--- src/rtl/bram_sdp.sv ---
// bram_sdp: simple-dual-port block RAM with one write port and one read port
// on a single clock. Features per-lane write enables, a read latency of 1 or 2,
// and a read-first collision policy.
// Optional feature macro: BRAM_INIT_CLEAR_EN. When defined, a zero-fill sweep
// runs after reset and init_busy is high while it runs. When undefined, the RAM
// is ready on the first edge after reset.
module bram_sdp #(
  parameter int LANE_WIDTH   = 8,
  parameter int LANES        = 1,
  parameter int ADDR_WIDTH   = 4,
  parameter int READ_LATENCY = 1
) (
  input  logic                          clk,
  input  logic                          rst_n,
  input  logic                          wr_en,
  input  logic [ADDR_WIDTH-1:0]         wr_addr,
  input  logic [LANES-1:0]              wr_be,
  input  logic [LANE_WIDTH*LANES-1:0]   wr_data,
  input  logic                          rd_en,
  input  logic [ADDR_WIDTH-1:0]         rd_addr,
  output logic [LANE_WIDTH*LANES-1:0]   rd_data,
  output logic                          rd_valid,
  output logic                          init_busy
);

  localparam int DATA_WIDTH = LANE_WIDTH * LANES;
  localparam int DEPTH      = 1 << ADDR_WIDTH;

  generate
    if (READ_LATENCY != 1 && READ_LATENCY != 2) begin : g_bad_latency
      $error("bram_sdp: READ_LATENCY must be 1 or 2");
    end
  endgenerate

  logic [DATA_WIDTH-1:0] mem [DEPTH];

  logic                  ready;
  logic                  mem_we;
  logic [ADDR_WIDTH-1:0] mem_waddr;
  logic [LANES-1:0]      mem_be;
  logic [DATA_WIDTH-1:0] mem_wdata;

`ifdef BRAM_INIT_CLEAR_EN
  typedef enum logic {
    CLEAR,
    READY
  } state_t;

  localparam logic [ADDR_WIDTH-1:0] LAST_ADDR = '1;

  state_t                state;
  state_t                state_next;
  logic [ADDR_WIDTH-1:0] ptr;

  // State register: reset always restarts the clear sweep
  always_ff @(posedge clk) begin
    if (!rst_n) state <= CLEAR;
    else        state <= state_next;
  end

  // Next state: leave CLEAR once the last address has been zeroed
  always_comb begin
    state_next = state;
    if (state == CLEAR && ptr == LAST_ADDR) state_next = READY;
  end

  // Clear pointer: walks 0..DEPTH-1 and parks on the last address
  always_ff @(posedge clk) begin
    if (!rst_n)                                ptr <= '0;
    else if (state == CLEAR && ptr != LAST_ADDR) ptr <= ptr + 1'b1;
  end

  assign ready     = (state == READY);
  assign init_busy = (state == CLEAR);
`else
  assign ready     = 1'b1;
  assign init_busy = 1'b0;
`endif

  // Write-port mux: the clear sweep owns the port until READY, user writes after
  always_comb begin
    mem_we    = wr_en & ready & rst_n;
    mem_waddr = wr_addr;
    mem_be    = wr_be;
    mem_wdata = wr_data;
`ifdef BRAM_INIT_CLEAR_EN
    if (state == CLEAR) begin
      mem_we    = rst_n;
      mem_waddr = ptr;
      mem_be    = '1;
      mem_wdata = '0;
    end
`endif
  end

  // Memory array: byte-lane masked write, contents are never reset directly
  always_ff @(posedge clk) begin
    for (int i = 0; i < LANES; i++) begin
      if (mem_we && mem_be[i])
        mem[mem_waddr][i*LANE_WIDTH +: LANE_WIDTH] <= mem_wdata[i*LANE_WIDTH +: LANE_WIDTH];
    end
  end

  logic                  rd_fire;
  logic                  s1_valid;
  logic [DATA_WIDTH-1:0] s1_data;

  assign rd_fire = rd_en & ready & rst_n;

  // First read stage: nonblocking capture gives read-first on address collisions
  always_ff @(posedge clk) begin
    if (!rst_n) begin
      s1_valid <= 1'b0;
      s1_data  <= '0;
    end else begin
      s1_valid <= rd_fire;
      if (rd_fire) s1_data <= mem[rd_addr];
    end
  end

  generate
    if (READ_LATENCY == 2) begin : g_lat2
      logic                  s2_valid;
      logic [DATA_WIDTH-1:0] s2_data;

      // Optional output register: adds one cycle and holds data between reads
      always_ff @(posedge clk) begin
        if (!rst_n) begin
          s2_valid <= 1'b0;
          s2_data  <= '0;
        end else begin
          s2_valid <= s1_valid;
          if (s1_valid) s2_data <= s1_data;
        end
      end

      assign rd_data  = s2_data;
      assign rd_valid = s2_valid;
    end else begin : g_lat1
      assign rd_data  = s1_data;
      assign rd_valid = s1_valid;
    end
  endgenerate

endmodule

--- config.mk ---
export PLATFORM = sky130hd
export DESIGN_NAME = bram_sdp
export DESIGN_NICKNAME = d
export VERILOG_FILES = /design/src/rtl/bram_sdp.sv
export SDC_FILE = /design/constraint.sdc
export NUM_CORES = 1
export LEC_CHECK = 0
export CAP_MARGIN = 0
export CORE_UTILIZATION = 51
export DETAILED_ROUTE_END_ITERATION = 16
export GPL_TIMING_DRIVEN = 0
export PLACE_DENSITY = 0.7
export SYNTH_ARGS = -nofsm -noshare
export SYNTH_HDL_FRONTEND = slang
export SYNTH_SLANG_ARGS = --single-unit
--- constraint.sdc ---
create_clock -name clk -period 2.15 [get_ports clk]
set_input_delay 0.215 -clock clk [delete_from_list [all_inputs] [get_ports clk]]
set_output_delay 0.215 -clock clk [all_outputs]
set_load 0.02 [all_outputs]
==> results.py, run 1 <==
metrics = {
    "logic_synthesis": {
        "synth.distinct_cells": 30,
        "syn_nets": 341,
        "synth-adder-area-share_pct": 0,
        "netlist_area_um2": 5410,
        "yosys_warnings": 0,
        "ys_seq_area_share_pct": 74.3,
        "synth_seq_cells": 137,
        "avgSynthCellArea_um2": 16.9,
        "synth_top_family_by_area": "multiplexers",
        "synth_area_leaders": "edfxtp_1 71%, mux2i_1 10%, dfxtp_1 3.3%, nand3_1 2.2%, a22oi_1 1.9%",
        "synth_cells": 320,
        "synth.area.mux_share_pct": 12.3,
        "synth_top_area_cell": "edfxtp_1",
        "synthXorXnorAreaFrac_pct": 0,
        "netlist.area_leader.share_pct": 71.0,
        "synth_compound_area_share_pct": 3.88,
        "yosys.area_share.simple_pct": 6.77,
    },
    "grt": {
        "grt_pass1_wl_mm": 16.7,
        "gr-usage-met2_pct": 34.5,
        "busiest_layer": "met2",
        "overflow": 0,
        "grt_pass1_vias": 2969,
        "globalRouteMet1Util_pct": 28.3,
        "antenna_found_initial": 0,
        "grt_max_degree": 17,
        "met3_usage_pct": 5.68,
        "track_usage_pct": 21.6,
    },
    "die": {
        "ios": 31,
        "rows": 37,
        "initial_core_util_pct": 52.4,
        "die_w_um": 105,
        "core-area_um2": 10300,
        "die_h_um": 105,
        "fp.dieArea_um2": 11000,
    },
    "layout": {
        "fill_cells": 724,
        "diodes": 0,
        "syn_to_final_growth_pct": 19.9,
        "finalNetCount": 387,
        "layout-drive-gt1-share_pct": 13.2,
    },
    "clocking": {
        "clk_pin_slew_ps": 60,
        "htreeDepth": 4,
        "cts_buffer_depth": 2,
        "hold_buffers": 0,
        "cts_inserted_buffers": 17,
        "clock_latency_ps": 530,
        "cts-root-buf": "clkbuf_8",
        "clock_sinks": 137,
        "cts_tree": "done",
    },
    "min_path": {
        "min_to": "rd_data[4]$_SDFFE_PN0P_",
        "hold_depth": 4,
        "min-delay-start": "rd_addr[0]",
        "min_path_type": "input port to register",
    },
    "drt": {
        "vias": 2966,
        "firstDrtPassIters": 4,
        "drt_iter0_markers": 176,
        "post_drt_wl_per_cell_um": 21.2,
        "drc": 0,
        "postRouteAntennaNets": 0,
        "wl_mm": 10.9,
        "vias_per_cell": 5.76,
    },
    "outcome": {
        "status": "finished clean",
    },
    "pwr": {
        "ir_drop_v": 0.000589,
        "p_int_mw": 4.98,
        "power.switching_mw": 1.31,
        "p_leak_nw": 2.27,
        "p_seq_share_pct": 47.0,
        "pwr_density_cell_nw_per_um2": 969,
        "switching_share_pct": 20.8,
        "combPwrFrac_pct": 5.3,
        "clock_power_share_pct": 47.7,
        "total_power_mw": 6.28,
    },
    "sta": {
        "fin_setup_tns_ps": 0,
        "timing_hold_violations_final": 0,
        "fin_worst_skew_ps": 6.42,
        "setup_viol": 0,
        "fmax_ghz": 0.506,
        "worst_slew_pin_slew_ps": 957,
        "rsz0062_at_grt": "false",
        "drv_slew": 0,
        "slew_headroom_pct": 36.0,
        "min_period_ps": 1980,
        "fin_crit_sh_pct": 91.9,
    },
    "worst_setup_path": {
        "arrival_ps": 2130,
        "cp-end-kind": "register",
        "worstSetupStartpointType": "input port",
        "critPathMaxFanout": 8,
        "timing.rr.start": "mem[5][3]$_DFFE_PP_",
        "reg2reg_depth": 3,
        "worstPathRequired_ps": 2300,
        "critPathKind": "input port to register",
        "reg2reg_to": "rd_data[3]$_SDFFE_PN0P_",
        "reg2reg_setup_slack_ps": 850,
    },
    "flow_run": {
        "cap_violations": 0,
    },
    "placed_design": {
        "dpl.hpwl_mm": 7.24,
        "io_buffer_count": 27,
        "place.gp.congestion": 0.835,
    },
}
[worst max path at each step]
stage                     start                    to  slack (ps)  depth (start not counted)
after floorplan           wr_be   mem[0][0]$_DFFE_PP_         460                          3
after global placement    rst_n   mem[0][0]$_DFFE_PP_        -610                          4
after detailed placement  rst_n   mem[0][0]$_DFFE_PP_        -670                          4
after CTS                 rst_n   mem[1][0]$_DFFE_PP_          30                          5
after global routing      rst_n  mem[12][7]$_DFFE_PP_          80                          4
final                     rst_n   mem[8][0]$_DFFE_PP_         170                          4
[kinds of logic after synthesis]
group / count (synthesis)
other cells: 1
buf+inv: 16
mux: 59
compound gates: 30
simple gates: 77
flops: 137
[synthesized netlist by cell type, drive strengths merged]
cell type and count:
mux2i 54, dfxtp 9, nor2 16, inv 1, and3 1, a22oi 14
clkbuf 1, nor2b 6, conb 1, nor3 4, nand2b 2, edfxtp 128
and2 2, nand2 17, mux4 5, or3 1, buf 14, o21ai 5
nand4 2, nand3 24, nand3b 2, a21oi 6, a221oi 5
[metrics by stage]
stage | utilization (%) | hold slack, ps | setup slack [ps] | instance area, um^2 | instances
3_3_place_gp | 56.7 | 445 | -607 | 5850 | 483
6_report | 62.8 | 196 | 173 | 6490 | 515
2_1_floorplan | - | 314 | 462 | 5410 | 320
4_1_cts | 62.8 | 183 | 31.4 | 6480 | 515
5_1_grt | 62.8 | 230 | 79.6 | 6490 | 515
3_5_place_dp | 56.7 | 447 | -672 | 5850 | 483
[layout make-up]
type	instances	area [um^2]	area share, %
Inverter	1	3.75	0.0579
Multi-Input combinational cell	167	1260	19.5
Timing Repair Buffer	27	270	4.17
Tap cell	136	170	2.62
Clock buffer	18	418	6.44
Sequential cell	137	4020	62.0
Clock inverter	14	196	3.03
Buffer	15	140	2.16
[flip-flops by register name, summed over array words and instances, names as in the netlist]
name / cells
mem: 128
rd_data: 8
rd_valid: 1
[power by group through the flow]
stage,Clock (mW),Sequential (mW),Combinational (mW)
detailed placement,0,3.01,0.325
global placement,0,3.01,0.317
floorplan,0,3.03,0.159
finish,3.00,2.96,0.331
global route,3.12,2.96,0.352
CTS,3.01,2.96,0.330
[what timing repair did]
action / CTS / global route
setup endpoints to repair: 24 / 8
buffers inserted: 0 / 0
resized for setup: 3 / 1
gates cloned: 0 / 0
[cell usage in the layout (no fill, tap or decap), drive strengths merged, types with 6 or more instances in the layout]
cell           count
a21oi              6
a22oi             14
buf               14
clkbuf            19
clkdlybuf4s50     27
dfxtp              9
edfxtp           128
mux2i             54
nand2             17
nand3             24
nor2              16
nor2b              6
[critical path, stage by stage]
cell and delay (ps):
clkdlybuf4s50_1 600, nand3_1 190, or3_1 420, nor2_1 700
[metal layers]
layer | wire, um | up-vias
met1 | 4640 | 1465
met3 | 749 | 14
li1 | - | 1350
met2 | 5350 | 137
met4 | 204 | 0
met5 | 0 | -
No activity file was read; power rests on OpenSTA's default activity.
==> inputs of run 2 (changes only) <==
--- a/config.mk
+++ b/config.mk
@@ -5,7 +5,6 @@
 export SDC_FILE = /design/constraint.sdc
 export NUM_CORES = 1
 export LEC_CHECK = 0
-export CAP_MARGIN = 0
 export CORE_UTILIZATION = 51
 export DETAILED_ROUTE_END_ITERATION = 16
 export GPL_TIMING_DRIVEN = 0
==> constraint.sdc (replaced) <==
create_clock -name clk -period 2.15 [get_ports clk]
set_input_delay 0.215 -clock clk [delete_from_list [all_inputs] [get_ports clk]]
set_output_delay 0.215 -clock clk [all_outputs]
set_load 0.01 [all_outputs]
==> results of run 2 <==
Same layout as run 1 (identical final DEF). Status: finished clean.
Among the figures that moved: total power 6.28 mW -> 6.27 mW
==> inputs of run 3 (changes only) <==
--- a/config.mk
+++ b/config.mk
@@ -5,10 +5,9 @@
 export SDC_FILE = /design/constraint.sdc
 export NUM_CORES = 1
 export LEC_CHECK = 0
-export CORE_UTILIZATION = 51
+export CORE_UTILIZATION = 35
 export DETAILED_ROUTE_END_ITERATION = 16
 export GPL_TIMING_DRIVEN = 0
-export PLACE_DENSITY = 0.7
 export SYNTH_ARGS = -nofsm -noshare
 export SYNTH_HDL_FRONTEND = slang
 export SYNTH_SLANG_ARGS = --single-unit
==> run 3 against run 2 <==
- highest routed layer unchanged
- first-iteration DRC count is 58% higher
- core utilization decreased by 20 points
- non-clock buffer count unchanged
- total power shrank 5.6%
- critical path depth unchanged
==> results.py, run 3 (same netlist as run 1, synthesis figures left out) <==
metrics = {
    "layout": {
        "layout_commonest_cell": "edfxtp_1",
        "finalNetCount": 387,
        "largest_register": "mem",
        "diodes": 0,
        "layout-drive-gt1-share_pct": 12.7,
        "final_cell_area_um2": 6480,
        "final_cell_mix": "128 x edfxtp_1, 54 x mux2i_1, 27 x clkdlybuf4s50_1",
        "fin_util_pct": 42.8,
        "syn_to_final_growth_pct": 19.8,
        "fill_cells": 1325,
        "largest_reg_flops": 128,
    },
    "drt": {
        "met3WireLength_um": 495,
        "met2_length_mm": 5.56,
        "drc": 0,
        "vias": 2892,
        "vias_per_cell": 5.10,
        "met1Wirelength_mm": 4.84,
        "postRouteAntennaNets": 0,
        "wl_mm": 11.1,
        "firstDrtPassIters": 4,
        "drt_iter0_markers": 278,
        "highest_layer": "met4",
        "post_drt_wl_per_cell_um": 19.5,
    },
    "sta": {
        "worst_slew_pin_slew_ps": 879,
        "slew_headroom_pct": 41.2,
        "fin_crit_sh_pct": 96.6,
        "timing_hold_violations_final": 0,
        "fin_setup_tns_ps": 0,
        "drv_slew": 0,
        "setup_viol": 0,
        "fmax_ghz": 0.481,
        "rsz0062_at_grt": "false",
        "min_period_ps": 2080,
        "fin_worst_skew_ps": 10.5,
    },
    "clocking": {
        "clock_latency_ps": 410,
        "cts_buffer_depth": 2,
        "post_cts_buffers": 0,
        "cts_tree": "done",
        "clk_pin_slew_ps": 60,
        "cts_inserted_buffers": 17,
        "htreeDepth": 4,
        "hold_buffers": 0,
        "cts-root-buf": "clkbuf_16",
        "cts_resized": 5,
        "clock_sinks": 137,
    },
    "grt": {
        "track_usage_pct": 14.7,
        "overflow": 0,
        "grt_pass1_vias": 2923,
        "grt_pass1_wl_mm": 16.9,
        "grt_max_degree": 17,
        "antenna_found_initial": 0,
    },
    "worst_setup_path": {
        "arrival_ps": 2100,
        "reg2reg_depth": 3,
        "critPathLaunch": "rst_n",
        "worstPathRequired_ps": 2180,
        "reg2reg_to": "rd_data[3]$_SDFFE_PN0P_",
        "timing.rr.start": "mem[1][3]$_DFFE_PP_",
        "critPathMaxFanout": 8,
        "cp-end-kind": "register",
        "worstSetupStartpointType": "input port",
        "reg2reg_setup_slack_ps": 770,
        "endpoint": "mem[8][2]$_DFFE_PP_",
        "critPathKind": "input port to register",
    },
    "pwr": {
        "ir_drop_v": 0.000652,
        "pwr_density_cell_nw_per_um2": 913,
        "clock_power_share_pct": 44.7,
        "p_seq_share_pct": 49.9,
        "p_int_mw": 4.72,
        "p_leak_nw": 2.24,
        "power.switching_mw": 1.20,
        "combPwrFrac_pct": 5.4,
        "switching_share_pct": 20.3,
    },
    "placed_design": {
        "postPlaceCellArea_um2": 5920,
        "place.gp.congestion": 0.818,
        "io_buffer_count": 27,
        "dpl.hpwl_mm": 7.53,
    },
    "die": {
        "rows": 45,
        "die_h_um": 126,
        "ios": 31,
        "die_w_um": 126,
        "core-area_um2": 15100,
        "fp.dieArea_um2": 16000,
        "initial_core_util_pct": 35.7,
    },
    "outcome": {
        "status": "finished clean",
    },
    "flow_run": {
        "cap_violations": 0,
    },
    "min_path": {
        "min_path_type": "input port to register",
    },
}
run 3: cell type report:
type,instances,area (um^2),share of cell area [%]
timing repair buffer,27,270,4.17
sequential,137,4020,62.1
inverter,1,3.75,0.0579
multi-input combinational,167,1270,19.6
clock buffer,23,468,7.22
buffer,15,140,2.16
clock inverter,9,73.8,1.14
tap,188,235,3.63
run 3: routing by layer:
layer / vias to the layer above / GRT usage [%]
met1: 1450 / 18.7
met2: 88 / 24.4
met4: 0 / 7.23
li1: 1343 / -
met3: 11 / 2.49
met5: - / 0
run 3: worst min path at each step:
| stage | to | from | cells past startpoint | slack [ps] |
|---|---|---|---|---|
| CTS | rd_data[4]$_SDFFE_PN0P_ | rd_addr[0] | 4 | 310 |
| finish | rd_data[4]$_SDFFE_PN0P_ | rd_addr[0] | 4 | 320 |
| floorplan | mem[0][0]$_DFFE_PP_ | wr_data[0] | 0 | 310 |
| global placement | rd_data[2]$_SDFFE_PN0P_ | rd_data[2]$_SDFFE_PN0P_ | 2 | 450 |
| global route | rd_data[4]$_SDFFE_PN0P_ | rd_addr[0] | 4 | 350 |
| detailed placement | rd_data[1]$_SDFFE_PN0P_ | rd_data[1]$_SDFFE_PN0P_ | 2 | 460 |
run 3: power by group through the flow:
| stage | registers [mW] | clock network (mW) | logic, mW |
|---|---|---|---|
| floorplan | 3.02 | 0 | 0.158 |
| global placement | 3.01 | 0 | 0.313 |
| detailed placement | 3.01 | 0 | 0.318 |
| CTS | 2.96 | 2.68 | 0.321 |
| global route | 2.96 | 2.78 | 0.342 |
| finish | 2.96 | 2.64 | 0.320 |
run 3: critical path, stage by stage:
cell and delay, ps:
clkdlybuf4s50_1 580, nand3_1 180, or3_1 420, nor2_1 700
run 3: through the flow:
stage / hold slack (ps) / power [mW] / worst slack [ps] / cells
after floorplan: 314 / 3.17 / 462 / 320
after global routing: 354 / 6.08 / 17.8 / 567
after detailed placement: 459 / 3.33 / -664 / 535
after CTS: 313 / 5.96 / 91.9 / 567
final: 315 / 5.92 / 72.9 / 567
after global placement: 450 / 3.32 / -609 / 535
